`config.mk`:
```
export PLATFORM = sky130hd
export DESIGN_NAME = blink_scheduler
export DESIGN_NICKNAME = d
export VERILOG_FILES = /design/src/rtl/blink_pkg.sv /design/src/rtl/blink_table.sv /design/src/rtl/blink_scheduler.sv
export SDC_FILE = /design/constraint.sdc
export NUM_CORES = 1
export LEC_CHECK = 0
export ABC_AREA = 1
export CORE_MARGIN = 2
export CORE_UTILIZATION = 55
export DETAILED_ROUTE_END_ITERATION = 8
export PLACE_DENSITY_LB_ADDON = 0.15
export SLEW_MARGIN = 25
export SYNTH_ARGS = -nofsm -noshare
export SYNTH_HDL_FRONTEND = slang
export SYNTH_SLANG_ARGS = --single-unit
export TNS_END_PERCENT = 30
```
`constraint.sdc`:
```
create_clock -name clk -period 4.9 [get_ports clk]
set_clock_uncertainty 0.05 [all_clocks]
set_input_delay 1.47 -clock clk [delete_from_list [all_inputs] [get_ports clk]]
set_output_delay 1.47 -clock clk [all_outputs]
set_load 0.1 [all_outputs]
```
`src/rtl/blink_pkg.sv`:
```
`default_nettype none
// ============================================================================
//  Module   : blink_pkg
//  Purpose  : Shared command encodings, sequencer states and defaults for the
//             LED blink scheduler.
//  Revision : 1.0 - initial release
// ============================================================================
package blink_pkg;

  typedef enum logic [1:0] {
    OP_WRITE  = 2'b00,
    OP_START  = 2'b01,
    OP_STOP   = 2'b10,
    OP_SETLEN = 2'b11
  } cmd_op_e;

  typedef enum logic [1:0] {
    ST_IDLE  = 2'd0,
    ST_FETCH = 2'd1,
    ST_RUN   = 2'd2
  } state_e;

  localparam int c_default_tick_bit = 12;

endpackage
`default_nettype wire

```
`src/rtl/blink_table.sv`:
```
`default_nettype none
// ============================================================================
//  Module   : blink_table
//  Purpose  : Single-port pattern table, synchronous write, registered read.
//  Revision : 1.0 - initial release
// ============================================================================
module blink_table
  import blink_pkg::*;
#(
  parameter int DEPTH = 8,
  parameter int WIDTH = 12,
  localparam int AW   = $clog2(DEPTH)
) (
  input  logic             clk,
  input  logic             i_we,
  input  logic [AW-1:0]    i_addr,
  input  logic [WIDTH-1:0] i_wdata,
  output logic [WIDTH-1:0] o_rdata
);

  logic [WIDTH-1:0] r_mem [DEPTH];
  logic [WIDTH-1:0] r_rdata;

  // Contents are deliberately left unreset; the host must program them.
  always_ff @(posedge clk) begin
    if (i_we) begin
      r_mem[i_addr] <= i_wdata;
    end
    r_rdata <= r_mem[i_addr];
  end

  assign o_rdata = r_rdata;

endmodule
`default_nettype wire

```
`src/rtl/blink_scheduler.sv`:
```
`default_nettype none
// ============================================================================
//  Module   : blink_scheduler
//  Purpose  : Steps through a host-programmed table of LED patterns, each held
//             for a programmable number of ticks of the shared counter.
//  Revision : 1.0 - initial release
// ============================================================================
module blink_scheduler
  import blink_pkg::*;
#(
  parameter int TICK_BIT = c_default_tick_bit,
  parameter int DEPTH    = 8,
  parameter int DUR_W    = 4,
  localparam int AW      = $clog2(DEPTH)
) (
  input  logic              clk,
  input  logic              rst,
  input  logic [15:0]       current_count,
  input  logic              cmd_valid,
  output logic              cmd_ready,
  input  logic [1:0]        cmd_op,
  input  logic [AW-1:0]     cmd_addr,
  input  logic [8+DUR_W-1:0] cmd_data,
  output logic [7:0]        led_out,
  output logic [AW-1:0]     step_idx,
  output logic              busy,
  output logic              wrap_pulse
);

  localparam int c_ew = 8 + DUR_W;
  localparam logic [4:0]     c_depth     = 5'(DEPTH);
  localparam logic [DUR_W:0] c_dwell_max = {1'b1, {DUR_W{1'b0}}};
  localparam logic [DUR_W:0] c_dwell_one = {{DUR_W{1'b0}}, 1'b1};

  state_e              r_state;
  logic                r_prev_bit;
  logic [4:0]          r_len;
  logic [AW-1:0]       r_step;
  logic [AW-1:0]       r_step_idx;
  logic [7:0]          r_led;
  logic [DUR_W:0]      r_dwell;
  logic                r_wrap;
  logic                r_load;
  logic                r_tick_pend;

  logic                w_tick;
  logic                w_evt;
  logic                w_accept;
  logic                w_we;
  logic                w_start;
  logic                w_stop;
  logic                w_setlen;
  logic [4:0]          w_new_len;
  logic                w_last;
  logic [AW-1:0]       w_tbl_addr;
  logic [c_ew-1:0]     w_tbl_rdata;
  logic [DUR_W-1:0]    w_field;
  logic [DUR_W:0]      w_dwell_ld;
  logic                w_unused;

  assign w_unused  = ^current_count;

  assign w_tick    = current_count[TICK_BIT] & ~r_prev_bit;
  assign w_evt     = w_tick | r_tick_pend;

  assign cmd_ready = (r_state != ST_FETCH);
  assign w_accept  = cmd_valid & cmd_ready;
  assign w_we      = w_accept & (cmd_op == OP_WRITE);
  assign w_start   = w_accept & (cmd_op == OP_START);
  assign w_stop    = w_accept & (cmd_op == OP_STOP);
  assign w_setlen  = w_accept & (cmd_op == OP_SETLEN);

  assign w_new_len = (cmd_data[4:0] > c_depth) ? c_depth : cmd_data[4:0];
  assign w_last    = (5'(r_step) == (r_len - 5'd1));

  // The sequencer owns the single table port during FETCH; hosts are stalled.
  assign w_tbl_addr = (r_state == ST_FETCH) ? r_step : cmd_addr;

  assign w_field    = w_tbl_rdata[c_ew-1:8];
  assign w_dwell_ld = (w_field == '0) ? c_dwell_max : {1'b0, w_field};

  blink_table #(
    .DEPTH (DEPTH),
    .WIDTH (c_ew)
  ) u_table (
    .clk     (clk),
    .i_we    (w_we),
    .i_addr  (w_tbl_addr),
    .i_wdata (cmd_data),
    .o_rdata (w_tbl_rdata)
  );

  // r_load marks the cycle after FETCH, when the registered table read is valid.
  always_ff @(posedge clk or posedge rst) begin
    if (rst) begin
      r_state     <= ST_IDLE;
      r_prev_bit  <= 1'b0;
      r_len       <= '0;
      r_step      <= '0;
      r_step_idx  <= '0;
      r_led       <= '0;
      r_dwell     <= '0;
      r_wrap      <= 1'b0;
      r_load      <= 1'b0;
      r_tick_pend <= 1'b0;
    end else begin
      r_prev_bit <= current_count[TICK_BIT];
      r_wrap     <= 1'b0;
      if (w_setlen) begin
        r_len <= w_new_len;
      end
      case (r_state)
        ST_IDLE: begin
          if (w_start && (r_len != '0)) begin
            r_state <= ST_FETCH;
            r_step  <= '0;
          end
        end
        ST_FETCH: begin
          r_state <= ST_RUN;
          r_load  <= 1'b1;
          if (w_tick) begin
            r_tick_pend <= 1'b1;
          end
        end
        ST_RUN: begin
          if (w_stop || (w_setlen && (w_new_len == '0))) begin
            r_state     <= ST_IDLE;
            r_led       <= '0;
            r_step      <= '0;
            r_step_idx  <= '0;
            r_dwell     <= '0;
            r_load      <= 1'b0;
            r_tick_pend <= 1'b0;
          end else if (w_start) begin
            r_state <= ST_FETCH;
            r_step  <= '0;
            r_load  <= 1'b0;
          end else if (w_setlen && (w_new_len <= 5'(r_step))) begin
            r_state <= ST_FETCH;
            r_step  <= '0;
            r_load  <= 1'b0;
            r_wrap  <= 1'b1;
          end else if (r_load) begin
            r_led      <= w_tbl_rdata[7:0];
            r_step_idx <= r_step;
            r_dwell    <= w_dwell_ld;
            r_load     <= 1'b0;
            if (w_tick) begin
              r_tick_pend <= 1'b1;
            end
          end else if (w_evt) begin
            r_tick_pend <= 1'b0;
            r_dwell     <= r_dwell - c_dwell_one;
            if (r_dwell == c_dwell_one) begin
              r_state <= ST_FETCH;
              if (w_last) begin
                r_step <= '0;
                r_wrap <= 1'b1;
              end else begin
                r_step <= r_step + AW'(1);
              end
            end
          end
        end
        default: r_state <= ST_IDLE;
      endcase
    end
  end

  assign led_out    = r_led;
  assign step_idx   = r_step_idx;
  assign busy       = (r_state != ST_IDLE);
  assign wrap_pulse = r_wrap;

endmodule
`default_nettype wire

```
==> metrics.txt <==
hold buffer count at cts 0; row count 38; Synth Cell Area 0.00607 sq mm; Tot GR Track Use 23.5%; Initial Util 56.2%; initial antenna violation count 1; status finished, final reports clean; fin crit period 4.08 ns; Post-Route WL 13000 um; pwr/cell area 621 mW/mm^2; Routed WL per cell 17.3 um; TritonCTS clock tree yes; Reg clk slew, reported paths 0.06 ns; CP Data Required Time 3.38 ns; Leakage 2.83 nW; Synth area leader edfxtp_1; Max VDD drop 0.000439 V; synth top area cells edfxtp_1, dfrtp_1, nor2_1, o21ai_0, dfxtp_1; Placeable Area 0.0108 sq mm; total die area 0.0119 sq mm; HP Class flop to flop; CP Max Fanout 7; number of synthesis warnings 0; unrepaired setup endpoints after global routing no; first-pass GRT wire length 20300 um; CTS sink cnt 138; setup repair bufs after CTS 0; WP data arrival 2.56 ns; CTS Buf Count 17; DR iter-0 viols 312; layout cell share with drive strength beyond 1 14.5%; largest net degree at the start of global routing 49; CTS Buffer Depth 2; Slew @ Worst Pin 0.989 ns; TNS Setup 0 ns; grt ovf 0; crit path launch type flop; flop-to-flop setup slack 1.96 ns; Syn-to-layout area delta 18.7%; Final Hold Viols 0; Post-DRT Antenna Nets 0; Crit Path Category flop to output pin; # resized after CTS 0; I/O pins 50; max_cap viols 0; # nets final 650; final antenna diode count 0; Max Clk Rate 245 MHz; DP Wirelength 8450 um; Max Slew Vio Count 0; setup violators final 0; Port Buf Inserts 34; CTS root buf clkbuf_8; Vias/cell 5.46; Synth Register Bits 138; final core occ 66.7%; Worst setup EP type output pin; number of global-route vias before repair 4048; gpl congestion 0.852; vias 4124; Die Wd 109 um; Final Cycle Share 83.4%; chip height 109 um; Synth top area share 47.5%; average size of a mapped cell 11.0 sq um; clock latency at the later pin of the worst-skew pair 0.53 ns; drt pass-1 iters 5; Syn Inst Count 551; Slew headroom 33.8%; syn nets 599; Max H-tree Level 4; register area share after synthesis 63.8%; Distinct cells, synth 36; DRC 0
## metrics by stage
step | power, W | setup WS [ns] | instance area (sq um) | std cells | hold WS, ns
5_1_grt | 0.00471 | 0.741 | 7200 | 755 | 0.406
3_5_place_dp | 0.00317 | 0.692 | 6590 | 723 | 0.381
4_1_cts | 0.00450 | 0.793 | 7200 | 755 | 0.388
2_1_floorplan | 0.00276 | 1.82 | 6070 | 551 | 0.373
6_report | 0.00447 | 0.816 | 7200 | 755 | 0.382
3_3_place_gp | 0.00312 | 0.772 | 6590 | 723 | 0.383
## state kept, by name, indices dropped and copies added (netlist names)
| name | count |
|---|---|
| led_out | 8 |
| r_step | 3 |
| r_state | 2 |
| r_dwell | 5 |
| u_table.o_rdata | 12 |
| r_len | 5 |
| r_tick_pend | 1 |
| r_load | 1 |
| wrap_pulse | 1 |
| r_prev_bit | 1 |
| step_idx | 3 |
| u_table.r_mem | 96 |
## cell type report
class	count	area (sq um)
inverter	54	208
multi-input combinational	342	1880
clock inverter	14	195
fill	810	3590
tap	140	175
sequential	138	3870
timing repair buffer	49	453
clock buffer	18	418
## synthesized netlist by cell type (all sizes together)
library cell	count
a211oi	2
a21oi	5
a31oi	1
buf	12
clkbuf	5
dfrtp	30
dfxtp	12
edfxtp	96
ha	12
inv	54
nand2	69
nand3	13
nand4	5
nor2	125
nor3	1
nor3b	1
o2111ai	12
o21ai	89
o22ai	1
xnor2	1
xor2	5
## cell families (layout without fill, tap and decap cells)
group,count (synthesis),in the layout,share of synthesized area (%)
AOI/OAI and AO/OA,110,110,11.5
xor gates and xnor gates,6,6,0.866
buffers and inverters,71,135,5.22
and+or+nand+nor,214,214,16.1
adders and majority gates,12,12,2.47
DFF,138,138,63.8
## critical path, stage by stage (launching register included)
cell and delay [ns]:
dfrtp_1 0.41, inv_1 0.08, ha_1 0.29, inv_2 0.13, clkdlybuf4s50_1 1.13
## report_power, final
group          total, W  internal (W)  switching [W]  leakage (nW)
Clock           0.00133      0.000831       0.000494         0.297
Sequential      0.00152       0.00142      0.0000989          1.35
Combinational   0.00163      0.000461        0.00117          1.18
Total           0.00447       0.00271        0.00176          2.83
## per-layer routing
| layer | vias to the layer above | part of all wire, % | GRT usage, % |
|---|---|---|---|
| li1 | 1979 | - | - |
| met5 | - | 0.054 | 0 |
| met4 | 2 | 2.5 | 10.3 |
| met2 | 127 | 50 | 40.1 |
| met3 | 27 | 5.2 | 5.92 |
| met1 | 1989 | 42 | 28.2 |
## worst paths after layout
| kind | startpoint | endpoint | cells past startpoint |
|---|---|---|---|
| max | r_state[1] | cmd_ready | 4 |
| min in group asynchronous | rst | r_dwell[3] | 2 |
| max reg2reg | r_state[1] | u_table.r_mem[6][7] | 8 |
| min | u_table.o_rdata[6] | led_out[6] | 2 |
| min reg2reg | u_table.o_rdata[6] | led_out[6] | 2 |
| max in group asynchronous | rst | r_len[2] | 3 |
## cell usage in the layout (no fill, tap or decap), types with 2 or more instances in the layout
cell / netlist / final
nand2_1: 61 / 61
o21ai_1: 7 / 7
nor2_1: 117 / 117
inv_6: 1 / 3
o2111ai_1: 12 / 12
nor2_2: 2 / 2
nand3_1: 13 / 13
nand4_1: 4 / 4
dfrtp_1: 30 / 30
inv_2: 4 / 4
buf_4: 1 / 15
a21oi_1: 4 / 4
o21ai_2: 22 / 22
bufinv_16: 0 / 4
edfxtp_1: 96 / 96
nor2_4: 4 / 4
xor2_1: 5 / 5
inv_1: 49 / 49
clkbuf_16: 0 / 16
dfxtp_1: 12 / 12
clkinv_4: 0 / 3
nor2_8: 2 / 2
clkinv_1: 0 / 2
o21ai_0: 60 / 60
a211oi_1: 2 / 2
clkdlybuf4s50_1: 0 / 34
nand2_2: 2 / 2
nand2_4: 5 / 5
ha_1: 12 / 12
Power figures use the tool's default switching activity.
==> patch (same flow settings) <==
Encoding of `state_e`: now one-hot (3 bits for 3 states).
--- a/src/rtl/blink_pkg.sv
+++ b/src/rtl/blink_pkg.sv
@@ -14,10 +14,10 @@
     OP_SETLEN = 2'b11
   } cmd_op_e;
 
-  typedef enum logic [1:0] {
-    ST_IDLE  = 2'd0,
-    ST_FETCH = 2'd1,
-    ST_RUN   = 2'd2
+  typedef enum logic [2:0] {
+    ST_IDLE  = 3'b001,
+    ST_FETCH = 3'b010,
+    ST_RUN   = 3'b100
   } state_e;
 
   localparam int c_default_tick_bit = 12;
Behaviour: same outputs for any inputs over 10 cycles, from zero or initial values and one cycle with rst high; not proved beyond that.
==> patch against the unedited design <==
- setup slack got worse by 0.094 ns
- power down 21%
- die area fell by 1.7%
- final area is 1.9% lower
- register-to-register slack lost 0.18 ns
- combinational power down 50%
- count of clock-buffer cells in the layout fell by 1
- sequential cell count is 1 higher
- area after synthesis down 1.8%
- final cell count rose by 3.0%
- wire length decreased by 1.7%
- core utilization fell by 0.72 points
- critical path depth fell by 1
==> patch: results (changes against the unedited design) <==
{| class="wikitable"
! Metric !! Value
|-
| Wire length of the first global-routing pass || 20600 µm (+1.5%)
|-
| Number of detailed-route iterations in the first pass || 4 (-1)
|-
| Synth top area cells || edfxtp_1 48%, dfrtp_1 13%, nand2_1 12%, a21oi_1 4.4%, dfxtp_1 4.0%
|-
| Antenna violations before repair || 0 (-1)
|-
| Count of fill cells added during filler insertion || 839 (+3.6%)
|-
| Via count || 4159 (+0.85%)
|-
| Maximum vdd drop || 0.000346 V (-21%)
|-
| GRT Resource Usage Total || 23.9% (+0.45 points)
|-
| Worst setup path startpoint || r_state[0]$_DFFE_PP1P_
|-
| Highest cell delay on the worst timing path || 1.22 ns (+0.09 ns)
|-
| Main synth FF type || edfxtp_1
|-
| Slew HR || 34.6% (+0.79 points)
|-
| Final HPWL DP || 8120 µm (-4.0%)
|-
| Share of flip-flops with an asynchronous set or reset || 22.3% (+0.56 points)
|-
| Startpoint of the tightest hold check path || u_table.o_rdata[7]$_DFF_P_
|-
| Syn_area_per_cell || 10.3 µm² (-6.1%)
|-
| Count of hold-fix buffers inserted at cts || 0 (unchanged)
|-
| Largest driver fanout on the critical path || 16 (+9)
|-
| Sequential fraction of the synthesis area || 65.4% (+1.6 points)
|-
| Sum of routed wire length over all layers || 12800 µm (-1.7%)
|-
| Slowest stage cell on the critical path || clkdlybuf4s50_1
|-
| Worst min-delay path category || register to register
|-
| Leak Pwr || 2.85 nW (+0.76%)
|-
| Syn Nets || 620 (+3.5%)
|-
| Result of the run || complete, no violations
|-
| DR iter-0 viols || 294 (-5.8%)
|-
| Cell types with the highest counts after synthesis || 184 x nand2_1, 96 x edfxtp_1, 52 x a21oi_1
|-
| Total placed cells including tap cells || 746 (+3.2%)
|-
| Cell family contributing the most delay on the critical path || buffers and inverters
|-
| Share of final-layout standard cells stronger than drive strength 1 || 10.5% (-4.0 points)
|-
| Final-stage net count || 669 (+2.9%)
|-
| Vias in the first global route || 4196 (+3.7%)
|}
patch: changes by cell type after synthesis, moves of 3 or more:
cell and delta:
nand2_1 +123, nor2_1 -85, a21oi_1 +48, o21ai_0 -28, o21ai_2 -19, o2111ai_1 -12
inv_1 -11, nand3_1 +10, nand2_4 -5, ha_1 -4, nor2_4 -4, nor3_1 +4
buf_4 +3, or2_2 +3
patch: worst register-to-register path, cell delays in order (launching register included):
cell	delay [ns]
dfrtp_1	0.38
inv_1	0.09
nand3_2	0.39
o21ai_2	0.77
buf_4	0.36
inv_2	0.04
buf_4	0.23
nor2_1	0.12
inv_1	0.06
nor2_1	0.14
buf_4	0.20
patch: power by group:
group	switching, mW	total (mW)	internal [mW]
sequential	0.0717	1.44	1.37
combinational	0.579	0.819	0.241
clock	0.482	1.26	0.774
patch: final cells by class:
cell class	instances	area, µm²	share of cell area, %
sequential	139	3900	55.2
timing repair buffer	52	475	6.73
inverter	40	150	2.13
tap	140	175	2.48
clock buffer	17	414	5.87
clock inverter	15	174	2.46
multi-input combinational	375	1770	25.1
patch: logic make-up after synthesis:
family | share of synthesized area, %
fa+ha+maj | 1.68
flops | 65.4
simple gates | 18.2
xor+xnor | 0.882
buf+inv | 4.83
compound gates | 8.94
patch: layer usage:
metal / vias to the layer above / part of all wire, % / GRT usage (%) / wire length, µm
li1: 2036 / - / - / -
met1: 1967 / 42 / 28.9 / 5360
met2: 133 / 51 / 40.7 / 6480
met3: 23 / 5.3 / 4.76 / 682
met4: 0 / 2.2 / 12.7 / 280
met5: - / 0 / 0 / 0
patch: worst paths after layout:
path	depth (start not counted)	to	slack (ns)
hold / removal	2	led_out[7]$_DFFE_PP0P_	0.39
min in group asynchronous	2	r_len[3]$_DFFE_PP0P_	1.17
hold reg to reg	2	led_out[7]$_DFFE_PP0P_	0.39
setup / recovery	3	cmd_ready	0.72
max in group asynchronous	3	r_state[0]$_DFFE_PP1P_	2.96
setup reg to reg	10	u_table.r_mem[0][0]$_DFFE_PP_	1.78
patch: metrics by stage:
| step | cell area, µm² | utilization, % | total power [mW] | worst slack [ns] | hold slack, ns |
|---|---|---|---|---|---|
| 3_5_place_dp | 6470 | 60.5 | 2.28 | 0.733 | 0.387 |
| 5_1_grt | 7060 | 66.0 | 3.68 | 0.643 | 0.404 |
| 4_1_cts | 7060 | 66.0 | 3.54 | 0.693 | 0.393 |
| 6_report | 7060 | 66.0 | 3.52 | 0.721 | 0.390 |
| 2_1_floorplan | 5960 | - | 2.07 | 1.82 | 0.377 |
| 3_3_place_gp | 6470 | 60.5 | 2.26 | 0.868 | 0.385 |
